===== src/rtl/fifo_write_arbiter.sv =====
// fifo_write_arbiter
//   Round-robin scheduler that shares one FIFO write port between NUM_REQ
//   producers in the write clock domain. Each grant is a burst of up to
//   MAX_BURST words, or a single word when the FIFO is half full at grant
//   time. Writes stall while the FIFO is full.
// Ports
//   wclk, wrst     write clock, synchronous active-high reset
//   req_valid      per-producer word-available flags
//   req_data       packed producer words, slice i = [i*DATA_WIDTH +: DATA_WIDTH]
//   req_ready      per-producer accept (valid & ready = word taken)
//   wfull          FIFO full flag
//   half_full      FIFO half-full flag, sampled only at grant
//   data_write     FIFO write data (zero when not writing)
//   write_enable   FIFO write strobe
//   grant_id       current or most recent granted producer
//   busy           high while a burst is in progress
//   words_written  wrapping count of FIFO writes since reset
module fifo_write_arbiter #(
    parameter int NUM_REQ    = 4,
    parameter int DATA_WIDTH = 8,
    parameter int MAX_BURST  = 4,
    parameter int CNT_WIDTH  = 16
) (
    input  logic                          wclk,
    input  logic                          wrst,
    input  logic [NUM_REQ-1:0]            req_valid,
    input  logic [NUM_REQ*DATA_WIDTH-1:0] req_data,
    output logic [NUM_REQ-1:0]            req_ready,
    input  logic                          wfull,
    input  logic                          half_full,
    output logic [DATA_WIDTH-1:0]         data_write,
    output logic                          write_enable,
    output logic [$clog2(NUM_REQ)-1:0]    grant_id,
    output logic                          busy,
    output logic [CNT_WIDTH-1:0]          words_written
);

    localparam int          GW = $clog2(NUM_REQ);
    localparam int          BW = $clog2(MAX_BURST + 1);
    localparam int unsigned NR = NUM_REQ;

    typedef enum logic {IDLE, BURST} state_t;

    state_t                state, state_nx;
    logic [GW-1:0]         rr_last;
    logic [GW-1:0]         pick;
    logic                  pick_ok;
    logic [BW-1:0]         burst_cnt;
    logic [BW-1:0]         burst_lim;
    logic                  fire;
    logic                  start;
    logic                  burst_end;
    logic [DATA_WIDTH-1:0] words [NUM_REQ];

    for (genvar g = 0; g < NUM_REQ; g++) begin : g_unpack
        assign words[g] = req_data[g*DATA_WIDTH +: DATA_WIDTH];
    end

    // Search starts just after the last granted requester, wrapping around.
    always_comb begin : arb
        int unsigned idx;
        pick    = '0;
        pick_ok = 1'b0;
        idx     = 0;
        for (int unsigned k = 1; k <= NR; k++) begin
            idx = (32'(rr_last) + k) % NR;
            if (!pick_ok && req_valid[GW'(idx)]) begin
                pick    = GW'(idx);
                pick_ok = 1'b1;
            end
        end
    end

    always_comb begin
        state_nx     = state;
        req_ready    = '0;
        write_enable = 1'b0;
        data_write   = '0;
        busy         = 1'b0;
        fire         = 1'b0;
        start        = 1'b0;
        burst_end    = 1'b0;
        if (!wrst) begin
            case (state)
                IDLE: begin
                    if (pick_ok && !wfull) begin
                        start    = 1'b1;
                        state_nx = BURST;
                    end
                end
                BURST: begin
                    busy                = 1'b1;
                    req_ready[grant_id] = !wfull;
                    fire                = req_valid[grant_id] && !wfull;
                    write_enable        = fire;
                    if (fire) data_write = words[grant_id];
                    // A stalled-but-valid requester keeps the grant; a dropped
                    // valid ends the burst even while the FIFO is full.
                    if (!req_valid[grant_id] ||
                        (fire && (burst_cnt + BW'(1)) == burst_lim)) begin
                        burst_end = 1'b1;
                        state_nx  = IDLE;
                    end
                end
                default: state_nx = IDLE;
            endcase
        end
    end

    always_ff @(posedge wclk) begin
        if (wrst) state <= IDLE;
        else      state <= state_nx;
    end

    always_ff @(posedge wclk) begin
        if (wrst) begin
            grant_id      <= '0;
            rr_last       <= GW'(NUM_REQ - 1);
            burst_cnt     <= '0;
            burst_lim     <= BW'(MAX_BURST);
            words_written <= '0;
        end else begin
            if (start) begin
                grant_id  <= pick;
                burst_cnt <= '0;
                burst_lim <= half_full ? BW'(1) : BW'(MAX_BURST);
            end
            if (fire) begin
                burst_cnt     <= burst_cnt + BW'(1);
                words_written <= words_written + CNT_WIDTH'(1);
            end
            if (burst_end) rr_last <= grant_id;
        end
    end

endmodule


===== config.mk =====
export PLATFORM = sky130hd
export DESIGN_NAME = fifo_write_arbiter
export DESIGN_NICKNAME = d
export VERILOG_FILES = /design/src/rtl/fifo_write_arbiter.sv
export SDC_FILE = /design/constraint.sdc
export NUM_CORES = 1
export LEC_CHECK = 0
export ABC_AREA = 1
export BUFFER_PORTS_ARGS = -buffer_cell sky130_fd_sc_hd__buf_2
export CAP_MARGIN = 20
export CORE_UTILIZATION = 25
export DETAILED_ROUTE_END_ITERATION = 10
export SLEW_MARGIN = 20
export SYNTH_ARGS = -nofsm -noshare
export SYNTH_HDL_FRONTEND = slang
export SYNTH_SLANG_ARGS = --single-unit

===== constraint.sdc =====
create_clock -name wclk -period 1.4 [get_ports wclk]
set_input_delay 0.07 -clock wclk [delete_from_list [all_inputs] [get_ports wclk]]
set_output_delay 0.07 -clock wclk [all_outputs]
set_load 0.05 [all_outputs]

==> results.md <==
- Fin Setup TNS: -5.57 ns
- Post-Route WL: between 6000 and 7000 µm
- CTS clock-pin slew for the worst setup and hold paths: 0.10 ns
- Async S/R FF share, synth: 0%
- GP Congestion: 0.848
- Most used DFF post-synth: dfxtp_1
- Worst-Skew Late Latency: 0.27 ns
- Area growth syn-to-layout: 93.5%
- Synthesized instance count: between 200 and 300
- Post-synthesis adder-cell area fraction: around 1.3%
- Setup crit start kind: register
- Routed vias: 2454
- Drt first pass iters: 4
- Die area: 8010 µm²
- Mapped cell area: between 1500 and 2000 µm²
- Critical-path top delay cell: dfxtp_4
- Die Height: 89.5 µm
- Vias in the first global route: 2365
- RSZ-0062 raised after global routing: yes
- Crit path max-delay family: flip-flops
- Synth cell types: 34
- Post-Synth Simple-Gate Area: ~40%
- CTS max path bufs: 2
- Wire length per cell: 12.9 µm
- Tot Pwr: 2.66 mW
- WP data required: 1.33 ns
- Status: finished with violations
- Cell repeated most along the worst path: nand2_4
- Min cycle time layout: between 1.5 and 2 ns
- Core area: about 7300 µm²
- Static Leak: 1.73 nW
- Post-synth top area share: between 20% and 30%
- Hold WC Path Type: in -> reg
- Worst-Margin Slew: 0.362 ns
- Syn nets: 336
- Compound-Gate Fraction of Synth Area: 17.5%
- CTS tree: done
- Avg Inst Size Synth: 6.51 µm²
- Final-report hold violation count: 0
- Cell accounting for the most synthesized area: dfxtp_1
- Crit path DAT: 1.58 ns
- Main combinational cell family by area after synthesis: simple AND/OR/NAND/NOR gates
- Slew headroom: 75.8%
- CTS Buf Count: 3
- Buf/Inv on CP: 2
- Max-cap violations: 0
- DRC: 0
- Fraction of layout cells with a size suffix above 1: approximately three fifths
- CP endpoint kind: output port
- Initial antenna violation count: 0
- Starting Density: 26.1%
- Crit share post-route: 118%
- Clock root buffer: clkbuf_8
- # IOs: just over 70
- Antenna cells: 0
- Max VDD drop: roughly 0.48 mV
- Sequential area share after synthesis: 27.2%
- Tot GR Track Use: ~17%
- Fin. max-slew vios: 0
- Crit Path Max Fanout: 8
- DRC violation total after the first TritonRoute iteration: 83
- Failing checks: negative setup slack
- Fmax: 605 MHz
- First-pass GRT wire length: 10700 µm
- # rows: 31
- Mux share of post-synthesis cell area: 0%
- DRT antenna net count: 0
- Max H-tree Level: 1
- Warnings, synthesis: 0
- CP max stage delay: around 0.42 ns
- Count leader, synth: nand2_1
- Worst slack at placement: -0.145 ns
- Largest net degree at the start of global routing: 19
- Post-synth EDFFs: 0
- Clock sinks: 26
- Routed vias/inst: 4.66
- Final count of negative-setup-slack endpoints: 35
- Post-synth top cells: 85 x nand2_1, 27 x nand3_1, 26 x dfxtp_1, 23 x inv_1, 20 x nor2_1
- Xor/xnor share of the synthesized area: under 10%
- Detailed Place HPWL: 4550 µm
- Worst Setup Path Type: reg -> out
- Port Buffers: 71
- CP Cell Sequence: nand2_4 -> o2111ai_4 -> nand2_4 -> buf_12 -> a31oi_4 -> buf_6
- Pwr Density: 718 nW/µm²
- Setup ws final: -0.253 ns
- Die X: around 89 µm
- Final-stage net count: ~470
- Yosys reg bits: 26
- Grt ovf: 0
- Largest cells by area after synthesis: dfxtp_1 27%, nand2_1 17%, nand3_1 7.1%
- Clk_skew: about 0.0027 ns
[sequential cells by signal, indices dropped and copies added (netlist names)]
| signal | cells |
|---|---|
| words_written | 16 |
| burst_cnt | 3 |
| burst_lim | 2 |
| grant_id | 2 |
| rr_last | 2 |
| state | 1 |
[kinds of logic after synthesis]
logic type                 count (synthesis)
adders and majority gates                  2
buffers and inverters                     42
DFF                                       26
xor gates and xnor gates                  11
AOI/OAI and AO/OA                         51
and+or+nand+nor                          162
[cell type report]
class	instances	area, µm²
Multi-Input combinational cell	227	1750
Tap cell	99	124
Timing Repair Buffer	141	1070
Fill cell	667	3630
Clock buffer	3	41.3
Inverter	30	133
Sequential cell	26	552
Clock inverter	1	30.0
[placed cells by master, fill, tap and decap left out, types with 4 or more instances in the layout]
master	n
buf_12	4
nand3_4	4
nor2_4	8
inv_1	22
a22oi_1	4
nor2_1	13
buf_2	58
a31oi_4	4
o21ai_2	4
nand2_1	52
a21oi_1	10
a21oi_2	13
xnor2_1	4
buf_4	57
nor3_1	4
nand2_4	28
buf_6	18
dfxtp_1	11
dfxtp_4	5
o21ai_0	4
nand3_2	5
o21ai_1	5
xor2_1	5
nand4_1	4
dfxtp_2	10
nand2_2	13
nand3_1	21
[final timing paths]
path	startpoint	endpoint	slack, ns	depth (start not counted)
hold / removal	half_full	burst_lim[2]	0.03	2
hold reg to reg	words_written[9]	words_written[9]	0.48	2
setup reg to reg	grant_id[0]	words_written[2]	-0.25	9
setup / recovery	grant_id[0]	data_write[7]	-0.25	6
[through the flow]
step	cells	util, %	hold WS, ns	area [µm²]
2_1_floorplan	294	-	0.200	2120
3_3_place_gp	503	39.7	0.325	2910
3_5_place_dp	503	39.7	0.331	2910
4_1_cts	519	47.3	0.0269	3470
5_1_grt	527	50.5	0.0198	3700
6_report	527	50.5	0.0295	3700
[routing by layer]
| metal | up-vias | global-route usage (%) | part of all wire, % |
|---|---|---|---|
| met5 | - | 0 | 0 |
| met4 | 0 | 1.73 | 0.22 |
| met3 | 2 | 2.22 | 3.7 |
| met2 | 63 | 32.2 | 51 |
| met1 | 1143 | 21.3 | 45 |
| li1 | 1246 | - | - |
[power breakdown]
| part | total (mW) | internal [mW] | switching (mW) |
|---|---|---|---|
| logic | 1.20 | 0.528 | 0.674 |
| clock network | 0.635 | 0.383 | 0.253 |
| registers | 0.821 | 0.771 | 0.0501 |
[repair_timing]
action,CTS,global route
pin swaps,35,19
setup buffers,11,9
hold buffers,0,0
gates resized for setup,108,40
endpoints found under the setup margin,37,39
cloned,2,0
No activity file was read; power rests on OpenSTA's default activity.
